--- src/rtl/ieee488_dev_engine_if.sv ---
// IEEE-488 bus pin bundle between the device engine and the bus I/O pads.
// All levels are bus levels: active-low, 1 = released.
//   slave  : device side (engine) - samples *_i, drives *_o
//   master : pad / bus-model side - drives *_i, samples *_o
interface ieee488_dev_engine_if;
    logic [7:0] bus_data_i;
    logic [7:0] bus_data_o;
    logic       atn_i;
    logic       ifc_i;
    logic       eoi_i;
    logic       dav_i;
    logic       nrfd_i;
    logic       ndac_i;
    logic       eoi_o;
    logic       dav_o;
    logic       nrfd_o;
    logic       ndac_o;

    modport slave (
        input  bus_data_i, atn_i, ifc_i, eoi_i, dav_i, nrfd_i, ndac_i,
        output bus_data_o, eoi_o, dav_o, nrfd_o, ndac_o
    );

    modport master (
        output bus_data_i, atn_i, ifc_i, eoi_i, dav_i, nrfd_i, ndac_i,
        input  bus_data_o, eoi_o, dav_o, nrfd_o, ndac_o
    );
endinterface

--- src/rtl/ieee488_dev_engine.sv ---
// IEEE-488 device-side bus engine: three-wire handshake for listener and
// talker, hardware ATN trap, addressing command decode, RX/TX byte FIFOs.
// Ports:
//   clk, reset_n      clock, async active-low reset
//   ce                bus-timing enable; FSMs sample/advance only when 1
//   my_addr, dev_en   primary address; 0 = ignore bus, release everything
//   bus               IEEE-488 pins (slave modport)
//   rx_*              RX FIFO head (zero-latency) and pop strobe
//   tx_*              TX FIFO push side
//   listening/talking addressed state
//   sec_addr/valid    last secondary address for this device + 1-clk pulse
//   rx_ovf            sticky RX push-into-full flag (cleared by reset/IFC)
module ieee488_dev_engine #(
    parameter int DEPTH_LOG2 = 4,
    parameter int SETTLE     = 3,
    parameter int RX_FLAGS   = 1
) (
    input  logic                        clk,
    input  logic                        reset_n,
    input  logic                        ce,
    input  logic [4:0]                  my_addr,
    input  logic                        dev_en,
    ieee488_dev_engine_if.slave         bus,
    output logic [7:0]                  rx_data,
    output logic                        rx_eoi,
    output logic                        rx_valid,
    input  logic                        rx_ready,
    input  logic [7:0]                  tx_data,
    input  logic                        tx_eoi,
    input  logic                        tx_valid,
    output logic                        tx_ready,
    output logic                        listening,
    output logic                        talking,
    output logic [4:0]                  sec_addr,
    output logic                        sec_valid,
    output logic                        rx_ovf
);
    localparam int AW    = DEPTH_LOG2;
    localparam int DEPTH = 1 << AW;

    typedef struct packed {
        logic       eoi;
        logic [7:0] data;
    } ent_t;

    typedef enum logic [1:0] {L_WAIT, L_RDY, L_ACC, L_DONE} l_state_t;
    typedef enum logic [1:0] {T_IDLE, T_SETTLE, T_WNRFD, T_WNDAC} t_state_t;

    l_state_t   l_st, l_nx;
    t_state_t   t_st, t_nx;
    logic [7:0] settle_cnt;
    logic [7:0] lat_data;
    logic       lat_eoi, lat_cmd;
    logic       addressed;  // last primary command named this device

    logic en, l_active, t_active;
    logic l_latch, l_push, l_decode, l_nrfd_low, l_ndac_low;
    logic t_pop, t_drive, t_dav_low, cnt_clr, cnt_inc;

    // FIFO 0 = RX, 1 = TX
    ent_t [1:0] f_wdata, f_rdata;
    logic [1:0] f_push, f_pop, f_empty, f_full;

    assign en       = dev_en & bus.ifc_i;
    // Under ATN every device takes part in the command handshake.
    assign l_active = en & (~bus.atn_i | listening);
    // ATN low kills the talker combinationally (abort in the same cycle).
    assign t_active = en & talking & bus.atn_i;

    // ---------------- FIFOs ----------------
    assign f_wdata[0] = '{eoi: (RX_FLAGS != 0) & lat_eoi, data: lat_data};
    assign f_push[0]  = l_push;
    assign f_pop[0]   = rx_ready;
    assign f_wdata[1] = '{eoi: tx_eoi, data: tx_data};
    assign f_push[1]  = tx_valid;
    assign f_pop[1]   = t_pop;

    for (genvar g = 0; g < 2; g++) begin : g_fifo
        ent_t       mem [DEPTH];
        logic [AW:0] wptr, rptr;
        logic       do_push, do_pop;

        assign f_empty[g] = (wptr == rptr);
        assign f_full[g]  = (wptr[AW] != rptr[AW]) && (wptr[AW-1:0] == rptr[AW-1:0]);
        assign do_pop     = f_pop[g] & ~f_empty[g];
        // A pop in the same cycle frees the slot, so push into full succeeds.
        assign do_push    = f_push[g] & (~f_full[g] | do_pop);
        assign f_rdata[g] = mem[rptr[AW-1:0]];

        always_ff @(posedge clk) begin
            if (do_push && en)
                mem[wptr[AW-1:0]] <= f_wdata[g];
        end

        always_ff @(posedge clk or negedge reset_n) begin
            if (!reset_n) begin
                wptr <= '0;
                rptr <= '0;
            end else if (!en) begin
                wptr <= '0;
                rptr <= '0;
            end else begin
                if (do_push) wptr <= wptr + {{AW{1'b0}}, 1'b1};
                if (do_pop)  rptr <= rptr + {{AW{1'b0}}, 1'b1};
            end
        end
    end

    assign rx_data  = f_rdata[0].data;
    assign rx_eoi   = f_rdata[0].eoi;
    assign rx_valid = ~f_empty[0];
    assign tx_ready = ~f_full[1];

    // ---------------- FSM next state / outputs ----------------
    always_comb begin
        l_nx       = l_st;
        l_latch    = 1'b0;
        l_push     = 1'b0;
        l_decode   = 1'b0;
        l_nrfd_low = 1'b0;
        l_ndac_low = 1'b0;
        if (!l_active) begin
            l_nx = L_WAIT;
        end else begin
            unique case (l_st)
                L_WAIT: begin
                    l_nrfd_low = 1'b1;
                    l_ndac_low = 1'b1;
                    // RX full holds NRFD low: flow control, not overflow.
                    if (ce && (!bus.atn_i || !f_full[0])) l_nx = L_RDY;
                end
                L_RDY: begin
                    l_ndac_low = 1'b1;
                    if (ce && !bus.dav_i) begin
                        l_latch = 1'b1;
                        l_nx    = L_ACC;
                    end
                end
                L_ACC: begin
                    l_nrfd_low = 1'b1;
                    if (ce) begin
                        l_decode = lat_cmd;
                        l_push   = ~lat_cmd;
                        l_nx     = L_DONE;
                    end
                end
                L_DONE: begin
                    l_nrfd_low = 1'b1;
                    if (ce && bus.dav_i) l_nx = L_WAIT;
                end
                default: l_nx = L_WAIT;
            endcase
        end

        t_nx      = t_st;
        t_pop     = 1'b0;
        t_drive   = 1'b0;
        t_dav_low = 1'b0;
        cnt_clr   = 1'b0;
        cnt_inc   = 1'b0;
        if (!t_active) begin
            t_nx = T_IDLE;  // abort: head stays in TX FIFO
        end else begin
            unique case (t_st)
                T_IDLE: begin
                    if (ce && !f_empty[1]) begin
                        cnt_clr = 1'b1;
                        t_nx    = T_SETTLE;
                    end
                end
                T_SETTLE: begin
                    t_drive = 1'b1;
                    if (ce) begin
                        if (settle_cnt == 8'(SETTLE - 1)) t_nx = T_WNRFD;
                        else                              cnt_inc = 1'b1;
                    end
                end
                T_WNRFD: begin
                    t_drive = 1'b1;
                    // NRFD and NDAC both high means nobody is listening: keep waiting.
                    if (ce && bus.nrfd_i && !bus.ndac_i) t_nx = T_WNDAC;
                end
                T_WNDAC: begin
                    t_drive   = 1'b1;
                    t_dav_low = 1'b1;
                    if (ce && bus.ndac_i) begin
                        t_pop = 1'b1;
                        t_nx  = T_IDLE;
                    end
                end
                default: t_nx = T_IDLE;
            endcase
        end
    end

    assign bus.bus_data_o = (t_active & t_drive) ? ~f_rdata[1].data : 8'hFF;
    assign bus.eoi_o      = ~(t_active & t_drive & f_rdata[1].eoi);
    assign bus.dav_o      = ~(t_active & t_dav_low);
    assign bus.nrfd_o     = ~(l_active & l_nrfd_low);
    assign bus.ndac_o     = ~(l_active & l_ndac_low);

    // ---------------- state and datapath registers ----------------
    logic [6:0] cmd7;
    logic       cmd_listen_me, cmd_talk_me;
    assign cmd7          = lat_data[6:0];
    assign cmd_listen_me = (cmd7 == {2'b01, my_addr});
    assign cmd_talk_me   = (cmd7 == {2'b10, my_addr});

    always_ff @(posedge clk or negedge reset_n) begin
        if (!reset_n) begin
            l_st       <= L_WAIT;
            t_st       <= T_IDLE;
            settle_cnt <= '0;
            lat_data   <= '0;
            lat_eoi    <= 1'b0;
            lat_cmd    <= 1'b0;
            addressed  <= 1'b0;
            listening  <= 1'b0;
            talking    <= 1'b0;
            sec_addr   <= '0;
            sec_valid  <= 1'b0;
            rx_ovf     <= 1'b0;
        end else begin
            l_st      <= l_nx;
            t_st      <= t_nx;
            sec_valid <= 1'b0;

            if (cnt_clr)      settle_cnt <= '0;
            else if (cnt_inc) settle_cnt <= settle_cnt + 8'd1;

            if (!bus.ifc_i)
                rx_ovf <= 1'b0;
            else if (l_push && f_full[0] && !(f_pop[0] && !f_empty[0]))
                rx_ovf <= 1'b1;

            if (l_latch) begin
                lat_data <= ~bus.bus_data_i;
                lat_eoi  <= ~bus.eoi_i;
                lat_cmd  <= ~bus.atn_i;
            end

            if (!en) begin
                listening <= 1'b0;
                talking   <= 1'b0;
                sec_addr  <= '0;
                addressed <= 1'b0;
            end else if (l_decode) begin
                // Unlisten/untalk first so address 31 cannot shadow them.
                if (cmd7 == 7'h3F) begin
                    listening <= 1'b0;
                    addressed <= 1'b0;
                end else if (cmd_listen_me) begin
                    listening <= 1'b1;
                    talking   <= 1'b0;
                    addressed <= 1'b1;
                end else if (cmd7 == 7'h5F) begin
                    talking   <= 1'b0;
                    addressed <= 1'b0;
                end else if (cmd_talk_me) begin
                    talking   <= 1'b1;
                    listening <= 1'b0;
                    addressed <= 1'b1;
                end else if (cmd7[6:5] == 2'b10) begin
                    talking   <= 1'b0;  // another device became talker
                    addressed <= 1'b0;
                end else if (cmd7[6:5] == 2'b01) begin
                    addressed <= 1'b0;
                end else if (cmd7[6:5] == 2'b11 && addressed) begin
                    sec_addr  <= cmd7[4:0];
                    sec_valid <= 1'b1;
                end
            end
        end
    end
endmodule

--- src/flat_wrapper.sv ---
// flat-port wrapper written by rule: the top's interface ports become plain ports
module ieee488_dev_engine_flat 
#(
    parameter int DEPTH_LOG2 = 4,
    parameter int SETTLE     = 3,
    parameter int RX_FLAGS   = 1
)
  (clk, reset_n, ce, my_addr, dev_en, rx_data, rx_eoi, rx_valid, rx_ready, tx_data, tx_eoi, tx_valid, tx_ready, listening, talking, sec_addr, sec_valid, rx_ovf, bus_bus_data_i, bus_atn_i, bus_ifc_i, bus_eoi_i, bus_dav_i, bus_nrfd_i, bus_ndac_i, bus_bus_data_o, bus_eoi_o, bus_dav_o, bus_nrfd_o, bus_ndac_o);
  ieee488_dev_engine_if bus_i ();
  input  logic clk;
  input  logic reset_n;
  input  logic ce;
  input  logic [4:0] my_addr;
  input  logic dev_en;
  output logic [7:0] rx_data;
  output logic rx_eoi;
  output logic rx_valid;
  input  logic rx_ready;
  input  logic [7:0] tx_data;
  input  logic tx_eoi;
  input  logic tx_valid;
  output logic tx_ready;
  output logic listening;
  output logic talking;
  output logic [4:0] sec_addr;
  output logic sec_valid;
  output logic rx_ovf;
  input wire logic [$bits(bus_i.bus_data_i)-1:0] bus_bus_data_i;
  input wire logic [$bits(bus_i.atn_i)-1:0] bus_atn_i;
  input wire logic [$bits(bus_i.ifc_i)-1:0] bus_ifc_i;
  input wire logic [$bits(bus_i.eoi_i)-1:0] bus_eoi_i;
  input wire logic [$bits(bus_i.dav_i)-1:0] bus_dav_i;
  input wire logic [$bits(bus_i.nrfd_i)-1:0] bus_nrfd_i;
  input wire logic [$bits(bus_i.ndac_i)-1:0] bus_ndac_i;
  output wire logic [$bits(bus_i.bus_data_o)-1:0] bus_bus_data_o;
  output wire logic [$bits(bus_i.eoi_o)-1:0] bus_eoi_o;
  output wire logic [$bits(bus_i.dav_o)-1:0] bus_dav_o;
  output wire logic [$bits(bus_i.nrfd_o)-1:0] bus_nrfd_o;
  output wire logic [$bits(bus_i.ndac_o)-1:0] bus_ndac_o;
  assign bus_i.bus_data_i = bus_bus_data_i;
  assign bus_i.atn_i = bus_atn_i;
  assign bus_i.ifc_i = bus_ifc_i;
  assign bus_i.eoi_i = bus_eoi_i;
  assign bus_i.dav_i = bus_dav_i;
  assign bus_i.nrfd_i = bus_nrfd_i;
  assign bus_i.ndac_i = bus_ndac_i;
  assign bus_bus_data_o = bus_i.bus_data_o;
  assign bus_eoi_o = bus_i.eoi_o;
  assign bus_dav_o = bus_i.dav_o;
  assign bus_nrfd_o = bus_i.nrfd_o;
  assign bus_ndac_o = bus_i.ndac_o;
  ieee488_dev_engine #(.DEPTH_LOG2(DEPTH_LOG2), .SETTLE(SETTLE), .RX_FLAGS(RX_FLAGS)) u_core (.clk(clk), .reset_n(reset_n), .ce(ce), .my_addr(my_addr), .dev_en(dev_en), .bus(bus_i), .rx_data(rx_data), .rx_eoi(rx_eoi), .rx_valid(rx_valid), .rx_ready(rx_ready), .tx_data(tx_data), .tx_eoi(tx_eoi), .tx_valid(tx_valid), .tx_ready(tx_ready), .listening(listening), .talking(talking), .sec_addr(sec_addr), .sec_valid(sec_valid), .rx_ovf(rx_ovf));
endmodule
--- config.mk ---
export PLATFORM = sky130hd
export DESIGN_NAME = ieee488_dev_engine_flat
export DESIGN_NICKNAME = d
export VERILOG_FILES = /design/src/rtl/ieee488_dev_engine_if.sv /design/src/rtl/ieee488_dev_engine.sv /design/src/flat_wrapper.sv
export SDC_FILE = /design/constraint.sdc
export NUM_CORES = 1
export LEC_CHECK = 0
export CORE_MARGIN = 2
export CORE_UTILIZATION = 25
export CTS_BUF_LIST = sky130_fd_sc_hd__clkbuf_4 sky130_fd_sc_hd__clkbuf_8
export CTS_CLUSTER_DIAMETER = 150
export DETAILED_ROUTE_END_ITERATION = 12
export GPL_TIMING_DRIVEN = 0
export SYNTH_ARGS = -nofsm -noshare
export SYNTH_HDL_FRONTEND = slang
export SYNTH_SLANG_ARGS = --single-unit
--- constraint.sdc ---
create_clock -name clk -period 5.1 [get_ports clk]
set_input_delay 1.275 -clock clk [delete_from_list [all_inputs] [get_ports clk]]
set_output_delay 1.275 -clock clk [all_outputs]
set_load 0.05 [all_outputs]
Word level (Yosys, flattened, before mapping)
Memory sizes are Yosys's and may differ from the RTL's.
Index checks and enable logic that the tools add are counted.
W data, S select, Z words.
{"block": "word_totals", "output_inout_bits": 32, "inputBits": 34, "ram_bits": 288, "mem_count": 2, "wordCells": 229, "reg_bits": 52}
{"name": "u_core.g_fifo[0].mem", "depth": 16, "word_bits": 9, "rd": 1, "rd_clocked_by_memory_dff": 0, "wr": 1, "line_no": "ieee488_dev_engine.sv:79", "source": "ent_t mem [DEPTH];"}
{"name": "u_core.g_fifo[1].mem", "depth": 16, "word_bits": 9, "rd": 1, "rd_clocked_by_memory_dff": 0, "wr": 1, "line_no": "ieee488_dev_engine.sv:79"}
{"block": "classes", "reduce_logical": 35, "n_bitwise": 29, "addsub": 5, "eq_ne": 46, "mux": 96}
{"cell": "$mux W5", "n": 17}
{"cell": "$mux W1", "n": 63}
{"cell": "$ne A3 B3 Y1 const B", "n": 9}
{"cell": "$mux W8", "n": 3}
{"cell": "$ne A2 B2 Y1 const B", "n": 12}
{"cell": "$mux W2", "n": 11}
{"cell": "$add A5 B1 Y5 const B", "n": 4}
{"cell": "$not A8 Y8", "n": 2}
{"cell": "$pmux W2 S4", "n": 2}
{"cell": "$logic_and A1 B1 Y1", "n": 15}
{"cell": "$and A1 B1 Y1", "n": 13}
{"cell": "$eq A2 B2 Y1 const B", "n": 6}
{"cell": "$not A1 Y1", "n": 11}
{"cell": "$eq A5 B5 Y1", "n": 2}
{"cell": "$add A8 B1 Y8 const B", "n": 1}
{"cell": "$eq A4 B4 Y1", "n": 2}
{"cell": "$eq A8 B2 Y1 const B", "n": 1}
{"cell": "$ne A4 B4 Y1 const B", "n": 2}
{"cell": "$reduce_and A8 Y1", "n": 1}
{"cell": "$eq A7 B6 Y1", "n": 1}
{"cell": "$eq A7 B6 Y1 const B", "n": 1}
{"cell": "$eq A7 B7 Y1", "n": 1}
{"cell": "$eq A7 B7 Y1 const B", "n": 1}
{"cell": "$logic_not A1 Y1", "n": 7}
{"cell": "other kinds (15)", "n": 23}

Longest topological paths before layout
Gate-level depths: netlist of run 1.
{"block": "logic_depth", "ltp_word": 11, "depth_mapped": 8, "mapped_depth_nobuf": 7}

Least setup slack after synthesis of run 1
Ideal clock, no wire load.
{"block": "synth_path", "path_kind": "input to output", "start": "in bus_ifc_i", "end": "out bus_bus_data_o[6]", "path_buffers": 1, "t_required_ns": 3.825, "path_slack_ns": 1.351, "cell_stages": 4, "arrival_ns": 2.474, "path_cell_list": "nand4_1 > or3_1 > buf_1 > o22a_1"}
{"block": "synth_via", "elab_chain_len": 6}
{"element": "start: declaration", "line_no": "flat_wrapper.sv:30", "source": "input wire logic [$bits(bus_i.ifc_i)-1:0] bus_ifc_i;"}
{"element": "$and A1 B1 Y1 (*)", "line_no": "ieee488_dev_engine.sv:64", "source": "assign en = dev_en & bus.ifc_i;"}
{"element": "$and A1 B1 Y1 (*) (2 in a row)", "line_no": "ieee488_dev_engine.sv:68", "source": "assign t_active = en & talking & bus.atn_i;"}
{"element": "$mux W1", "line_no": "ieee488_dev_engine.sv:161", "source": "if (!t_active) begin"}
{"element": "$and A1 B1 Y1 (*)", "line_no": "ieee488_dev_engine.sv:196", "source": "assign bus.bus_data_o = (t_active & t_drive) ? ~f_rdata[1].data : 8'hFF;"}
{"element": "$mux W8 (*)", "line_no": "ieee488_dev_engine.sv:196"}
{"element": "end: declaration", "line_no": "flat_wrapper.sv:35", "source": "output wire logic [$bits(bus_i.bus_data_o)-1:0] bus_bus_data_o;"}
Every way passes the cells marked *; elsewhere a longest branch is shown, timed or not.

Worst setup path in the final report of run 1
{"block": "layout_path", "start": "reg u_core.g_fifo[0].rptr[2]", "end": "out rx_data[6]"}
{"block": "layout_via", "elab_chain_len": 1}
{"element": "start: declaration", "line_no": "ieee488_dev_engine.sv:80", "source": "logic [AW:0] wptr, rptr;"}
{"element": "start signal: assignment", "line_no": "ieee488_dev_engine.sv:104", "source": "if (do_pop) rptr <= rptr + {{AW{1'b0}}, 1'b1};"}
{"element": "$mem_v2 Z16 W9"}
{"element": "end: declaration", "line_no": "flat_wrapper.sv:15", "source": "output logic [7:0] rx_data;"}
Every way passes these cells.

==> results.yml, run 1 <==
synthesis:
  syn_area_sq_um: 14300
  synth_top_family_by_area: "multiplexers"
  ys.flop_type: "edfxtp_1"
  avgSynthCellArea_sq_um: 17.1
  synth_fp_nets: 896
  synthAdderAreaFrac_pct: 2.19
  synth_warnings: 0
  yosysTopAreaCellShare_pct: 60.5
  synth_cell_types: 51
  synthXorXnorAreaFrac_pct: 1.71
  synth.largest_area_cell: "edfxtp_1"
  ys_top_cells_by_area: "edfxtp_1, mux4_2, dfrtp_1"
  yosys.area_share.simple_pct: 6.75
  synth.area.mux_share_pct: 13.9
  yosys_register_bits: 340
  synthCells: 837
  synth_compound_area_share_pct: 4.15
  synth_edf_count: 288
  ys_seq_area_share_pct: 69.6
  async_flop_share_pct: 15.3
clock_tree:
  clk_pin_slew_ns: 0.07
  postCtsHoldBufs: 0
  cts_max_path_buffers: 3
  cts_tree: "yes"
  cts_root_buffer: "clkbuf_8"
  htreeDepth: 2
  cts_made_buffers: 52
  clock_sinks: 340
  clkLatencyLatePin_ns: 0.61
timing:
  finalHoldViolCount: 0
  tightest_slew_ns: 1.12
  slew_headroom_pct: 25.2
  setup_viol: 0
  hold_ws_ns: 0.505
  slew_viol_final: 0
  fmax_mhz: 203
  rsz0062_at_grt: "no"
  period_needed_ns: 4.92
  fin_tns_setup_ns: 0
  finalCritPeriodShare_pct: 96.4
  fin_ws_ns: 0.183
  skew_ns: 0.0450
grt:
  globalRouteOverflowTotal: 0
  busiest_layer: "met2"
  grt_usage_pct: 11.4
  grtUsageMet1_pct: 15.0
  grt_pass1_vias: 8231
  grt_use_met2_pct: 19.1
  grt_max_degree: 36
  grt_pass1_wl_um: 50900
  global_route.usage.met3_pct: 2.63
  antenna_found_initial: 0
cells_and_area:
  syn2layout_area_growth_pct: 19.7
  nNetsFinal: 1020
  postLayoutCoreUtil_pct: 30.3
  layout_commonest_cell: "edfxtp_1"
  final_area_sq_um: 17100
  seqCellArea_sq_um: 9950
  most-common-layout-cells: "edfxtp_1, mux4_2, clkdlybuf4s50_1"
  diodes: 0
  multi_input_comb_area_sq_um: 4180
  drive_gt1_share_pct: 20.5
  fillers: 5553
critical_path:
  crit_type: "reg -> out"
  path_max_fanout: 10
  cp.required_ns: 3.83
  start_kind: "flip-flop"
  endpoint_kind: "output port"
  arrival_ns: 3.64
placement:
  place_congestion: 0.805
  port_buffers: 64
  placed_area_sq_um: 16000
  pre_cts_ws_ns: -0.382
  post-dp-hpwl_um: 22200
drt:
  wirelength_um: 33700
  first_pass_iters: 7
  vias_per_cell: 4.51
  initialDrtViolationCount: 553
  drc_errors: 0
  wire_per_inst_um: 19.1
  vias: 7935
  ant_nets: 0
power_and_ir_drop:
  p_per_area_nw_per_um2: 325
  total_leakage_power_nw: 5.52
  peakVddDrop_mv: 0.198
floorplan:
  io_pins: 66
  initial_core_util_pct: 25.3
  rows: 87
  fp.dieW_um: 243
  core_sq_um: 56500
  dieArea_sq_um: 59100
  chipHeight_um: 243
flow_run:
  drv_cap: 0
worst_hold_path:
  min-delay-path-class: "reg -> reg"
status:
  status: "finished, final reports clean"
## where the power goes
part / internal [W] / switching [W] / leakage (nW)
Sequential: 0.00302 / 0.0000278 / 3.39
Combinational: 0.0000422 / 0.0000742 / 1.56
Clock: 0.00129 / 0.00111 / 0.577
Total: 0.00436 / 0.00121 / 5.52
## state kept, by name, indices dropped and copies added (netlist names), 2 cells and up
register	flops
u_core.t_st	2
u_core.g_fifo.wptr	10
u_core.sec_addr	5
u_core.settle_cnt	8
u_core.l_st	2
u_core.lat_data	8
u_core.g_fifo.rptr	10
u_core.g_fifo.mem	288
## critical path, cell delays in order (launching register included)
cell and delay, ns:
dfrtp_1 0.44, buf_1 0.56, mux4_2 0.42, nor2b_1 0.14
a211oi_1 0.57, a21oi_1 0.15, clkdlybuf4s50_1 0.74
## synthesized netlist by cell type (4+ instances only)
library cell / instances
nor2_1: 41
mux2i_1: 37
nor2b_1: 11
a21oi_1: 20
or3_1: 6
a211oi_1: 14
and3_1: 8
edfxtp_1: 288
buf_2: 12
or4_1: 4
o21ai_0: 18
buf_1: 8
inv_1: 21
o22a_1: 9
dfrtp_1: 52
nand2b_1: 6
xnor2_1: 19
mux4_2: 72
nand3_1: 17
nor3_1: 17
xor2_1: 9
nand2_1: 50
ha_1: 25
nor3b_1: 4
nand4_1: 7
o211ai_1: 9
clkbuf_1: 18
## through the flow
| stage | cells | total power (W) |
|---|---|---|
| 2_1_floorplan | 837 | 0.00314 |
| 3_3_place_gp | 1657 | 0.00322 |
| 3_5_place_dp | 1663 | 0.00323 |
| 4_1_cts | 1762 | 0.00564 |
| 5_1_grt | 1761 | 0.00576 |
| 6_report | 1761 | 0.00557 |
## cell families after synthesis
group,Yosys count
flip-flops,340
multiplexers,109
AO/OA/AOI/OAI,88
buffers and inverters,60
adder cells (fa/ha/maj),25
XOR/XNOR,28
AND/OR/NAND/NOR,187
## per-layer routing
layer / part of all wire [%] / routed length, um
met5: 0 / 0
met4: 1.2 / 413
met3: 6.9 / 2310
met2: 49 / 16500
met1: 43 / 14400
## area by class of cell
cell class,count,area share (%)
Clock inverter,29,1.47
Inverter,21,0.461
Tap cell,756,5.53
Clock buffer,69,4.93
Multi-Input combinational cell,437,24.4
Timing Repair Buffer,71,4.09
Buffer,38,0.958
Sequential cell,340,58.1
## path summary, 6_finish.rpt
kind / end / depth (start not counted) / slack [ns] / start
setup / recovery: rx_data[6] / 6 / 0.18 / u_core.g_fifo[0].rptr[2]
hold / removal: u_core.rx_ovf / 1 / 0.50 / u_core.rx_ovf
setup reg to reg: u_core.g_fifo[1].mem[4][4] / 7 / 1.99 / u_core.talking
hold reg to reg: u_core.rx_ovf / 1 / 0.50 / u_core.rx_ovf
max in group asynchronous: u_core.sec_addr[3] / 2 / 3.85 / reset_n
min in group asynchronous: u_core.t_st[1] / 1 / 0.63 / reset_n
## repair_timing
action	in CTS	in global routing
pin swaps	1	0
setup endpoints to repair	17	5
cloned	0	0
buffers inserted	1	0
resized for setup	7	5
No activity file was read; power rests on OpenSTA's default activity.
==> inputs of run 2 (changes only) <==
--- a/config.mk
+++ b/config.mk
@@ -6,7 +6,7 @@
 export NUM_CORES = 1
 export LEC_CHECK = 0
 export CORE_MARGIN = 2
-export CORE_UTILIZATION = 25
+export CORE_UTILIZATION = 39
 export CTS_BUF_LIST = sky130_fd_sc_hd__clkbuf_4 sky130_fd_sc_hd__clkbuf_8
 export CTS_CLUSTER_DIAMETER = 150
 export DETAILED_ROUTE_END_ITERATION = 12
==> results.yml, run 2 (synthesis gave the netlist of run 1 again) <==
clock_tree:
  postCtsHoldBufs: 0
  htreeDepth: 2
  cts_tree: "yes"
  cts_root_buffer: "clkbuf_8"
  clkLatencyLatePin_ns: 0.64
  clk_pin_slew_ns: 0.06
  cts_made_buffers: 56
  clock_sinks: 340
  cts_max_path_buffers: 3
timing:
  fin_ws_ns: 0.191
  setup_viol: 0
  slew_headroom_pct: 20.0
  skew_ns: 0.0402
  fmax_mhz: 204
  period_needed_ns: 4.91
  finalCritPeriodShare_pct: 96.2
  rsz0062_at_grt: "no"
  tightest_slew_ns: 1.20
  finalHoldViolCount: 0
  slew_viol_final: 0
  fin_tns_setup_ns: 0
power_and_ir_drop:
  comb_power_share_pct: 2.0
  power.switching_w: 0.00115
  p_per_area_nw_per_um2: 326
  p_seq_share_pct: 55.8
  peakVddDrop_mv: 0.246
  clkPwrFrac_pct: 42.2
  switching_share_pct: 21.1
  p_int_w: 0.00432
  total_leakage_power_nw: 5.53
critical_path:
  path_max_fanout: 10
  crit_buf_inv: 4
  cp.depth: 6
  r2r_end: "u_core.g_fifo[1].mem[13][4]"
  crit_top_cell: "clkdlybuf4s50_1"
  cpMaxStageDelayCell: "clkdlybuf4s50_1"
  reg2reg_depth: 7
  reg2reg_from: "u_core.talking"
  crit_family: "buffers and inverters"
  max_stage_delay_ns: 0.74
  crit_type: "in -> out"
  cp_cell_sequence: "clkdlybuf4s50_1, and2_1, buf_4, clkbuf_1, o211ai_1, clkdlybuf4s50_1"
  reg2reg_slack_ns: 2.04
  arrival_ns: 3.63
  start_kind: "primary input"
  endpoint_kind: "output port"
  cp.required_ns: 3.83
cells_and_area:
  layout_commonest_cell: "edfxtp_1"
  syn2layout_area_growth_pct: 17.3
  final_area_sq_um: 16800
  diodes: 0
  most-common-layout-cells: "edfxtp_1, mux4_2, clkbuf_8"
  fillers: 3135
  fin_cells: 1479
  drive_gt1_share_pct: 20.1
  largest_reg_flops: 288
  nNetsFinal: 1027
drt:
  drc_errors: 0
  wire_per_inst_um: 21.0
  ant_nets: 0
  vias_per_cell: 5.23
  vias: 7740
  first_pass_iters: 5
  wirelength_um: 31100
  initialDrtViolationCount: 472
placement:
  placed_area_sq_um: 15700
  dp_cells: 1376
  pre_cts_ws_ns: -0.184
  port_buffers: 64
  post-dp-hpwl_um: 19900
  place_congestion: 0.807
floorplan:
  initial_core_util_pct: 39.3
  dieArea_sq_um: 38200
  fp.dieW_um: 195
  chipHeight_um: 195
  io_pins: 66
  rows: 70
  core_sq_um: 36300
worst_hold_path:
  hold_end: "u_core.rx_ovf"
  min-delay-path-class: "reg -> reg"
  hold_depth: 1
  min_from: "u_core.rx_ovf"
grt:
  grt_pass1_wl_um: 48000
  grt_max_degree: 29
  grt_usage_pct: 16.7
  grt_pass1_vias: 8087
  antenna_found_initial: 0
  globalRouteOverflowTotal: 0
flow_run:
  drv_cap: 0
status:
  status: "finished, final reports clean"
## run 2: changes by cell type in the layout (fill, tap and decap cells not counted), moves of 2 or more
cell / change
clkbuf_1: +2
clkbuf_8: +6
clkinvlp_4: -2
clkinv_2: -9
clkbuf_4: +4
bufinv_16: -3
clkinv_1: +8
buf_6: +2
## run 2: worst max path at each step
| stage | startpoint | endpoint | slack (ns) |
|---|---|---|---|
| floorplan | bus_ifc_i | bus_bus_data_o[6] | 1.35 |
| global placement | bus_ifc_i | bus_bus_data_o[1] | -0.16 |
| detailed placement | bus_atn_i | bus_bus_data_o[1] | -0.18 |
| CTS | u_core.g_fifo[1].rptr[1] | bus_bus_data_o[1] | -0.007 |
| global route | u_core.g_fifo[1].rptr[0] | bus_bus_data_o[5] | 0.07 |
| finish | bus_ifc_i | bus_ndac_o | 0.19 |
## run 2: final cells by class
cell class | count | area [sq um] | area share [%]
repair buffers | 73 | 723 | 4.31
flip-flops and latches | 340 | 9950 | 59.3
clock inverters | 23 | 131 | 0.783
inverters | 21 | 78.8 | 0.470
multi-input cells | 437 | 4180 | 24.9
well taps | 468 | 586 | 3.49
clock buffers | 78 | 948 | 5.66
plain buffers | 39 | 170 | 1.01
## run 2: timing repair
action	4_1_cts	5_1_grt
setup buffers	2	0
endpoints found under the hold margin	0	0
setup endpoints to repair	12	4
resized for setup	7	6
pin swaps	1	0
## run 2: metal layers
layer	wire (um)	GRT usage, %	vias to the layer above
met5	0	0	-
met4	603	5.46	0
met3	1390	3.30	46
met2	15600	28.2	172
met1	13500	21.9	3956
li1	-	-	3566
## run 2: metrics by stage
step                      utilization (%)  hold WS, ns  power [W]
after floorplan                         -        0.464    0.00314
after global placement               42.7        0.478    0.00322
after detailed placement             43.1        0.487    0.00322
after CTS                            46.1        0.500    0.00555
after global routing                 46.1        0.521    0.00568
final                                46.1        0.498    0.00547
## run 2: power groups by stage
| stage | Clock [W] | Combinational, W | Sequential, W |
|---|---|---|---|
| 3_5_place_dp | 0 | 0.000111 | 0.00311 |
| 2_1_floorplan | 0 | 0.0000419 | 0.00310 |
| 3_3_place_gp | 0 | 0.000107 | 0.00311 |
| 5_1_grt | 0.00251 | 0.000121 | 0.00305 |
| 6_report | 0.00231 | 0.000110 | 0.00305 |
| 4_1_cts | 0.00238 | 0.000111 | 0.00305 |
==> inputs of run 3 (changes only) <==
--- a/config.mk
+++ b/config.mk
@@ -10,7 +10,6 @@
 export CTS_BUF_LIST = sky130_fd_sc_hd__clkbuf_4 sky130_fd_sc_hd__clkbuf_8
 export CTS_CLUSTER_DIAMETER = 150
 export DETAILED_ROUTE_END_ITERATION = 12
-export GPL_TIMING_DRIVEN = 0
 export SYNTH_ARGS = -nofsm -noshare
 export SYNTH_HDL_FRONTEND = slang
 export SYNTH_SLANG_ARGS = --single-unit
==> results.yml, run 3 (synthesis gave the netlist of run 1 again) <==
placement:
  placed_area_sq_um: 15600
  post-dp-hpwl_um: 18200
  pre_cts_ws_ns: 0.713
  place_congestion: 0.752
  port_buffers: 65
floorplan:
  chipHeight_um: 195
  fp.dieW_um: 195
  core_sq_um: 36300
  initial_core_util_pct: 39.3
  rows: 70
  io_pins: 66
  dieArea_sq_um: 38200
power_and_ir_drop:
  finalPower_w: 0.00559
  peakVddDrop_mv: 0.307
  p_per_area_nw_per_um2: 333
  total_leakage_power_nw: 5.60
timing:
  tightest_slew_ns: 0.934
  slew_headroom_pct: 37.7
  skew_ns: 0.0276
  fin_ws_ns: 0.503
  setup_viol: 0
  fin_tns_setup_ns: 0
  finalCritPeriodShare_pct: 90.1
  rsz0062_at_grt: "no"
  fmax_mhz: 218
  period_needed_ns: 4.60
  slew_viol_final: 0
  finalHoldViolCount: 0
grt:
  antenna_found_initial: 0
  grt_pass1_wl_um: 45700
  grt_usage_pct: 15.8
  globalRouteOverflowTotal: 0
  grt_max_degree: 41
  grt_pass1_vias: 7861
critical_path:
  crit_buf_inv: 2
  path_max_fanout: 26
  crit_type: "reg -> out"
  cpMaxStageDelayCell: "clkdlybuf4s50_1"
  start_kind: "flip-flop"
  cp_cell_sequence: "buf_12, mux4_2, mux2i_1, a21oi_1, clkdlybuf4s50_1"
  cp.required_ns: 3.83
  max_stage_delay_ns: 0.77
  crit_family: "buffers and inverters"
  arrival_ns: 3.32
  endpoint_kind: "output port"
cells_and_area:
  fillers: 3127
  nNetsFinal: 1015
  layout_commonest_cell: "edfxtp_1"
  seqCellArea_sq_um: 9950
  most-common-layout-cells: "edfxtp_1, mux4_2, clkbuf_8"
  multi_input_comb_area_sq_um: 4130
  largest_reg_flops: 288
  diodes: 0
  final_area_sq_um: 16800
  drive_gt1_share_pct: 22.6
  syn2layout_area_growth_pct: 17.5
drt:
  first_pass_iters: 5
  vias_per_cell: 5.22
  vias: 7671
  initialDrtViolationCount: 423
  wirelength_um: 29400
  ant_nets: 0
  wire_per_inst_um: 20.0
  drc_errors: 0
clock_tree:
  htreeDepth: 2
  cts_max_path_buffers: 3
  postCtsHoldBufs: 0
  cts_made_buffers: 56
  cts.repair.resized: 0
  clock_sinks: 340
  cts_tree: "yes"
  postCtsSetupRepairBufs: 0
  clkLatencyLatePin_ns: 0.62
  cts_root_buffer: "clkbuf_8"
  clk_pin_slew_ns: 0.05
worst_hold_path:
  min-delay-path-class: "reg -> reg"
flow_run:
  drv_cap: 0
status:
  status: "finished, final reports clean"
[run 3: metrics by stage]
stage | utilization, % | instances | hold slack (ns)
floorplan | - | 837 | 0.464
global placement | 43.0 | 1366 | 0.486
detailed placement | 43.0 | 1366 | 0.498
CTS | 46.2 | 1470 | 0.511
global route | 46.2 | 1470 | 0.532
finish | 46.2 | 1470 | 0.506
[run 3: layout make-up]
cell class                 instances  share of cell area, %
timing repair buffer             100                   5.32
tap                              468                   3.49
sequential                       340                   59.2
inverter                          21                  0.469
clock buffer                      80                   5.66
clock inverter                    24                   1.23
multi-input combinational        437                   24.6
[run 3: metal layers]
metal | up-vias | global-route usage, % | routed length (um)
li1 | 3545 | - | -
met1 | 3895 | 21.4 | 13300
met2 | 168 | 25.6 | 14000
met3 | 63 | 3.11 | 1300
met4 | 0 | 5.34 | 759
met5 | - | 0 | 0
[run 3: where the power goes]
group	switching (W)	total [W]	internal, W
logic	0.0000646	0.000106	0.0000412
registers	0.0000264	0.00305	0.00303
clock network	0.00107	0.00243	0.00136
[run 3: final timing paths]
| check | depth (start not counted) | startpoint | endpoint | slack [ns] |
|---|---|---|---|---|
| max | 5 | u_core.g_fifo[0].rptr[0] | rx_data[5] | 0.50 |
| min | 1 | u_core.g_fifo[0].wptr[4] | u_core.g_fifo[0].wptr[4] | 0.51 |
| max reg2reg | 6 | u_core.g_fifo[1].rptr[0] | u_core.g_fifo[1].mem[4][0] | 2.17 |
| min reg2reg | 1 | u_core.g_fifo[0].wptr[4] | u_core.g_fifo[0].wptr[4] | 0.51 |
| max in group asynchronous | 2 | reset_n | u_core.lat_data[1] | 3.55 |
| min in group asynchronous | 1 | reset_n | u_core.l_st[1] | 0.79 |
